$ cat src/rtl/data_mem_access_unit_pkg.sv
// Shared types and encodings for the data-memory access unit: FSM states,
// load funct3 codes and access-size codes.
package data_mem_access_unit_pkg;

    typedef enum logic [1:0] {
        ST_IDLE   = 2'd0,
        ST_ACCESS = 2'd1,
        ST_DONE   = 2'd2
    } state_t;

    localparam logic [2:0] F3_LB  = 3'b000;
    localparam logic [2:0] F3_LH  = 3'b001;
    localparam logic [2:0] F3_LW  = 3'b010;
    localparam logic [2:0] F3_LBU = 3'b100;
    localparam logic [2:0] F3_LHU = 3'b101;

    // Access size as carried in funct3[1:0]; 2'b10 and 2'b11 both mean word.
    localparam logic [1:0] SZ_B = 2'b00;
    localparam logic [1:0] SZ_H = 2'b01;

endpackage

$ cat src/rtl/data_mem_access_unit_if.sv
// Data-memory handshake bus: the unit is master, the memory is slave.
interface data_mem_access_unit_if;
    logic        mem_req;
    logic        mem_we;
    logic [31:0] mem_addr;
    logic [3:0]  mem_byteen;
    logic [31:0] mem_wdata;
    logic [31:0] mem_rdata;
    logic        mem_ack;

    modport master (
        output mem_req, mem_we, mem_addr, mem_byteen, mem_wdata,
        input  mem_rdata, mem_ack
    );

    modport slave (
        input  mem_req, mem_we, mem_addr, mem_byteen, mem_wdata,
        output mem_rdata, mem_ack
    );
endinterface

$ cat src/rtl/data_mem_access_unit_load_extend.sv
// Load lane select and sign/zero extension of the returned memory word.
module data_mem_access_unit_load_extend
    import data_mem_access_unit_pkg::*;
(
    input  logic [31:0] rdata,
    input  logic [1:0]  addr_lo,
    input  logic [2:0]  funct3,
    output logic [31:0] data
);
    logic [7:0]  byte_v;
    logic [15:0] half_v;

    always_comb begin
        case (addr_lo)
            2'd0:    byte_v = rdata[7:0];
            2'd1:    byte_v = rdata[15:8];
            2'd2:    byte_v = rdata[23:16];
            default: byte_v = rdata[31:24];
        endcase
        // Halfword lane ignores addr[0]: a misaligned half is truncated down.
        half_v = addr_lo[1] ? rdata[31:16] : rdata[15:0];

        case (funct3)
            F3_LB:   data = {{24{byte_v[7]}}, byte_v};
            F3_LH:   data = {{16{half_v[15]}}, half_v};
            F3_LBU:  data = {24'd0, byte_v};
            F3_LHU:  data = {16'd0, half_v};
            F3_LW:   data = rdata;
            default: data = rdata;
        endcase
    end
endmodule

$ cat src/rtl/data_mem_access_unit.sv
// MEM-stage load/store responder: FSM, request latches, timeout and store lanes.
// Optional MISALIGN_TRAP_EN adds a misaligned output and skips misaligned accesses.
module data_mem_access_unit
    import data_mem_access_unit_pkg::*;
#(
    parameter int TIMEOUT_CYCLES = 255
)(
    input  logic        clk,
    input  logic        rst,
    input  logic [3:0]  mem_read,
    input  logic [2:0]  mem_write,
    input  logic [31:0] address,
    input  logic [31:0] write_data,
    output logic [31:0] read_data,
    output logic        busy_wait,
    output logic        mem_timeout,
`ifdef MISALIGN_TRAP_EN
    output logic        misaligned,
`endif
    data_mem_access_unit_if.master mem
);
    localparam int CNT_W = (TIMEOUT_CYCLES > 1) ? $clog2(TIMEOUT_CYCLES) : 1;

    function automatic logic [3:0] lane_enables(input logic [1:0] size, input logic [1:0] lo);
        case (size)
            SZ_B:    return 4'b0001 << lo;
            SZ_H:    return 4'b0011 << {lo[1], 1'b0};
            default: return 4'b1111;
        endcase
    endfunction

    function automatic logic [31:0] lane_data(input logic [1:0] size, input logic [31:0] wd);
        case (size)
            SZ_B:    return {4{wd[7:0]}};
            SZ_H:    return {2{wd[15:0]}};
            default: return wd;
        endcase
    endfunction

    state_t             state, state_nx;
    logic               req, is_store, misal_req;
    logic [1:0]         size_sel;
    logic               start, capture, abort, expire, misal_hit;
    logic [CNT_W-1:0]   cnt;
    logic               we_p0, ld_p0;
    logic [31:2]        addr_p0;
    logic [3:0]         byteen_p0;
    logic [31:0]        wdata_p0;
    logic [2:0]         f3_p0;
    logic [1:0]         lo_p0;
    logic [31:0]        ext_data;

    assign req      = mem_read[3] | mem_write[2];
    assign is_store = mem_write[2];
    assign size_sel = is_store ? mem_write[1:0] : mem_read[1:0];
    assign expire   = (TIMEOUT_CYCLES != 0) && (cnt == CNT_W'(TIMEOUT_CYCLES - 1));

`ifdef MISALIGN_TRAP_EN
    assign misal_req = (size_sel == SZ_H) ? address[0]
                                          : (size_sel[1] & (address[1:0] != 2'b00));
`else
    assign misal_req = 1'b0;
`endif

    always_ff @(posedge clk or posedge rst) begin
        if (rst) state <= ST_IDLE;
        else     state <= state_nx;
    end

    always_comb begin
        state_nx = state;
        case (state)
            ST_IDLE:   if (req) state_nx = misal_req ? ST_DONE : ST_ACCESS;
            ST_ACCESS: if (mem.mem_ack || expire) state_nx = ST_DONE;
            ST_DONE:   state_nx = ST_IDLE;
            default:   state_nx = ST_IDLE;
        endcase
    end

    // rst gates busy_wait so a reset mid-access releases the stall immediately.
    always_comb begin
        busy_wait   = req & (state != ST_DONE) & ~rst;
        mem.mem_req = (state == ST_ACCESS);
        start       = (state == ST_IDLE) & req;
        misal_hit   = start & misal_req;
        capture     = (state == ST_ACCESS) & mem.mem_ack;
        abort       = (state == ST_ACCESS) & ~mem.mem_ack & expire;
    end

    // ---- request capture (control) ----
    always_ff @(posedge clk or posedge rst) begin
        if (rst) begin
            we_p0       <= 1'b0;
            ld_p0       <= 1'b0;
            cnt         <= '0;
            mem_timeout <= 1'b0;
            read_data   <= '0;
        end else begin
            mem_timeout <= abort;
            if (start) begin
                we_p0 <= is_store;
                ld_p0 <= ~is_store;
                cnt   <= '0;
            end else if (state == ST_ACCESS) begin
                cnt <= cnt + CNT_W'(1);
            end
            if (misal_hit || (abort && ld_p0))
                read_data <= '0;
            else if (capture && ld_p0)
                read_data <= ext_data;
        end
    end

    // ---- request capture (data) ----
    always_ff @(posedge clk) begin
        if (start) begin
            addr_p0   <= address[31:2];
            byteen_p0 <= lane_enables(size_sel, address[1:0]);
            wdata_p0  <= lane_data(size_sel, write_data);
            f3_p0     <= mem_read[2:0];
            lo_p0     <= address[1:0];
        end
    end

`ifdef MISALIGN_TRAP_EN
    always_ff @(posedge clk or posedge rst) begin
        if (rst) misaligned <= 1'b0;
        else     misaligned <= misal_hit;
    end
`endif

    assign mem.mem_we     = we_p0;
    assign mem.mem_addr   = {addr_p0, 2'b00};
    assign mem.mem_byteen = byteen_p0;
    assign mem.mem_wdata  = wdata_p0;

    data_mem_access_unit_load_extend u_load_extend (
        .rdata   (mem.mem_rdata),
        .addr_lo (lo_p0),
        .funct3  (f3_p0),
        .data    (ext_data)
    );
endmodule

$ cat src/flat_wrapper.sv
// flat-port wrapper written by rule: the top's interface ports become plain ports
module data_mem_access_unit_flat import data_mem_access_unit_pkg::*;
#(
    parameter int TIMEOUT_CYCLES = 255
)
  (clk, rst, mem_read, mem_write, address, write_data, read_data, busy_wait, mem_timeout, mem_mem_req, mem_mem_we, mem_mem_addr, mem_mem_byteen, mem_mem_wdata, mem_mem_rdata, mem_mem_ack);
  data_mem_access_unit_if mem_i ();
  input  logic clk;
  input  logic rst;
  input  logic [3:0] mem_read;
  input  logic [2:0] mem_write;
  input  logic [31:0] address;
  input  logic [31:0] write_data;
  output logic [31:0] read_data;
  output logic busy_wait;
  output logic mem_timeout;
  output wire logic [$bits(mem_i.mem_req)-1:0] mem_mem_req;
  output wire logic [$bits(mem_i.mem_we)-1:0] mem_mem_we;
  output wire logic [$bits(mem_i.mem_addr)-1:0] mem_mem_addr;
  output wire logic [$bits(mem_i.mem_byteen)-1:0] mem_mem_byteen;
  output wire logic [$bits(mem_i.mem_wdata)-1:0] mem_mem_wdata;
  input wire logic [$bits(mem_i.mem_rdata)-1:0] mem_mem_rdata;
  input wire logic [$bits(mem_i.mem_ack)-1:0] mem_mem_ack;
  assign mem_mem_req = mem_i.mem_req;
  assign mem_mem_we = mem_i.mem_we;
  assign mem_mem_addr = mem_i.mem_addr;
  assign mem_mem_byteen = mem_i.mem_byteen;
  assign mem_mem_wdata = mem_i.mem_wdata;
  assign mem_i.mem_rdata = mem_mem_rdata;
  assign mem_i.mem_ack = mem_mem_ack;
  data_mem_access_unit #(.TIMEOUT_CYCLES(TIMEOUT_CYCLES)) u_core (.clk(clk), .rst(rst), .mem_read(mem_read), .mem_write(mem_write), .address(address), .write_data(write_data), .read_data(read_data), .busy_wait(busy_wait), .mem_timeout(mem_timeout), .mem(mem_i));
endmodule
$ cat config.mk
export PLATFORM = sky130hd
export DESIGN_NAME = data_mem_access_unit_flat
export DESIGN_NICKNAME = d
export VERILOG_FILES = /design/src/rtl/data_mem_access_unit_pkg.sv /design/src/rtl/data_mem_access_unit_if.sv /design/src/rtl/data_mem_access_unit_load_extend.sv /design/src/rtl/data_mem_access_unit.sv /design/src/flat_wrapper.sv
export SDC_FILE = /design/constraint.sdc
export NUM_CORES = 1
export LEC_CHECK = 0
export CAP_MARGIN = 25
export CORE_AREA = 3 3 150 79
export DETAILED_ROUTE_END_ITERATION = 8
export DIE_AREA = 0 0 153 82
export MAX_ROUTING_LAYER = met4
export PLACE_DENSITY = 0.88
export RECOVER_POWER = 100
export SLEW_MARGIN = 0
export SYNTH_ARGS = -nofsm -noshare
export SYNTH_HDL_FRONTEND = slang
export SYNTH_SLANG_ARGS = --single-unit
$ cat constraint.sdc
create_clock -name clk -period 7.6 [get_ports clk]
set_input_delay 0.76 -clock clk [delete_from_list [all_inputs] [get_ports clk]]
set_output_delay 0.76 -clock clk [all_outputs]
set_load 0.02 [all_outputs]
==> impl_metrics.tcl <==
set metrics [dict create \
    status "complete, but fails checks" \
    violations "capacitance limit, slew limit" \
    path_class "in2reg" \
    cts_tree "yes" \
    netlist_top_cells_area "edfxtp_1, dfrtp_1, mux2_2, mux2i_1, a221o_2" \
    coreArea_mm2 0.0108 \
    vias_per_cell 5.41 \
    finalHoldWorstSlack_ns 0.469 \
    ys_ff_latch 116 \
    routed_wirelength_um 14300 \
    clk_latency_ns 0.40 \
    place_hpwl_um 10800 \
    dr.pass1.iters 5 \
    cts_setup_buffers 0 \
    leakage_uw 0.00303 \
    finalHoldViolCount 0 \
    grt.overflow.total 0 \
    wl_per_cell_um 20.0 \
    clkTransAtPathRegs_ns 0.05 \
    postCtsResizedCells 0 \
    place_congestion 0.896 \
    first_global_vias 3840 \
    nets 663 \
    synth_top_area_share 0.437 \
    cellPowerDensity_mw_per_mm2 362 \
    ctsLongestPathBuffers 2 \
    ant_nets 0 \
    areaGrowthSynthToFinish_pct 57.1 \
    dieHeight_um 82 \
    antenna_found_initial 0 \
    synth-seq-area-share 0.668 \
    worstHoldPathType "reg2reg" \
    design_area_mm2 0.00766 \
    cp.required_ns 7.54 \
    slew_violations 105 \
    rows 27 \
    grt_max_degree 59 \
    fin_crit_sh 0.655 \
    drv_cap 2 \
    drive_above_1_share 0.113 \
    die_area_mm2 0.0125 \
    drc 0 \
    initialDrtViolationCount 341 \
    antennaDiodeCount 0 \
    postPlaceCellArea_mm2 0.00707 \
    cts_max_level 4 \
    synthCells 343 \
    fin_skew_ns 0.00593 \
    finalSetupViolCount 0 \
    ioPinCount 210 \
    synthDistinctLibCells 45 \
    cp-start-kind "input port" \
    slew-limit-headroom -1.08 \
    synth_common_cells "edfxtp_1, dfrtp_1, nand2_1" \
    stdcell_count 713 \
    numCtsBuffers 17 \
    tightest_slew_ns 3.12 \
    yosys_warnings 0 \
    synth.largest_area_cell "edfxtp_1" \
    end_kind "flop" \
    grt_usage 0.234 \
    fin_crit_ns 4.98 \
    dieWidth_um 153 \
    grt_pass1_wl_um 21800 \
    synth_edf_count 71 \
    async_flop_share 0.388 \
    avgSynthCellArea_um2 14.2 \
    rsz0062_at_grt "false" \
    initial_core_util 0.452 \
    dp_cells 680 \
    fmax_mhz 201 \
    vias 3858 \
    cp_max_fo 58 \
    cts_hold_repair.buffers 0 \
    fin_tns_setup_ns 0 \
    synth_most_common_cell "edfxtp_1" \
    port_buffers 207 \
    yosys_most_used_dff "edfxtp_1" \
    syn-cell-area_mm2 0.00488 \
    clock-sinks 116 \
    critPathArrivalTime_ns 4.92 \
    clock-root-buffer "clkbuf_16" \
    vdd_drop_max_uv 157 \
]
==> through the flow <==
stage                     utilization  total power, uW  setup WS (ns)
after floorplan                     -             1530           4.44
after global placement          0.656             1990           4.25
after detailed placement        0.656             2020           4.16
after CTS                       0.713             2860           4.52
after global routing            0.711             2900           2.24
final                           0.711             2770           2.62
==> path summary, 6_finish.rpt <==
check / from / endpoint / slack (ns) / depth (start not counted)
worst max-delay path: mem_write[2] / u_core.addr_p0[25] / 2.62 / 5
worst min-delay path: u_core.read_data[7] / u_core.read_data[7] / 0.47 / 1
worst max register to register: u_core.state[0] / u_core.addr_p0[25] / 3.36 / 3
worst min register to register: u_core.read_data[7] / u_core.read_data[7] / 0.47 / 1
max in group asynchronous: rst / u_core.cnt[2] / 4.39 / 3
min in group asynchronous: rst / u_core.state[0] / 1.78 / 3
==> power breakdown <==
| group | switching, uW | internal [uW] |
|---|---|---|
| combinational | 531 | 391 |
| clock | 281 | 548 |
| sequential | 106 | 915 |
| total | 917 | 1850 |
==> routing by layer <==
layer / up-vias / GRT usage / routed length (um)
li1: 1745 / - / -
met1: 1908 / 0.327 / 6500
met2: 189 / 0.337 / 6510
met3: 16 / 0.0721 / 1140
met4: 0 / 0.0516 / 122
met5: - / - / 0
==> registers in the layout (all words and copies together) (netlist names) <==
| name | flops |
|---|---|
| u_core.mem.mem_byteen | 4 |
| u_core.ld_p0 | 1 |
| u_core.cnt | 8 |
| u_core.f3_p0 | 3 |
| u_core.mem.mem_we | 1 |
| u_core.state | 2 |
| u_core.read_data | 32 |
| u_core.mem.mem_wdata | 32 |
| u_core.addr_p0 | 30 |
| u_core.mem_timeout | 1 |
| u_core.lo_p0 | 2 |
==> critical path: stages <==
cell and delay, ns:
dlygate4sd3_1 0.71, nor2_1 0.11, or3_1 0.47, inv_1 0.57, clkbuf_1 2.25
==> cell usage in the layout (no fill, tap or decap), types with 3 or more instances in the layout <==
cell type / netlist / routed
o2bb2ai_1: 8 / 8
a221o_2: 10 / 10
edfxtp_1: 71 / 71
nand2b_1: 8 / 8
dfrtp_1: 45 / 45
a32o_1: 7 / 7
or3_1: 8 / 8
a21oi_1: 18 / 18
clkinv_2: 0 / 3
mux2_2: 19 / 19
clkinvlp_4: 0 / 4
inv_1: 9 / 10
clkbuf_1: 9 / 6
o21ai_0: 15 / 15
dlygate4sd3_1: 0 / 149
nor2b_1: 4 / 4
nand2_1: 24 / 24
mux2i_1: 17 / 16
o22ai_1: 3 / 3
clkbuf_16: 0 / 17
clkdlybuf4s50_1: 0 / 58
nor2_1: 13 / 13
a221o_1: 6 / 6
nand3_1: 5 / 5
bufinv_16: 0 / 4
o221ai_1: 7 / 7
==> logic make-up (layout without fill, tap and decap cells) <==
group	Yosys count	count (layout)	synth area share
AOI/OAI and AO/OA	83	83	0.137
xor gates and xnor gates	2	2	0.00359
adders and majority gates	2	2	0.00513
buffers and inverters	30	254	0.0277
DFF	116	116	0.668
muxes	37	37	0.0819
other	1	2	0.000769
and+or+nand+nor	72	72	0.0760
==> cell type report <==
type                    count  area, um^2
inverters                  10        37.5
clock buffers              19         433
repair buffers            212        2090
fillers                   731        3120
clock inverters            13         183
flip-flops and latches    116        3260
well taps                 145         181
multi-input cells         198        1470
(Power assumes the default switching activity.)
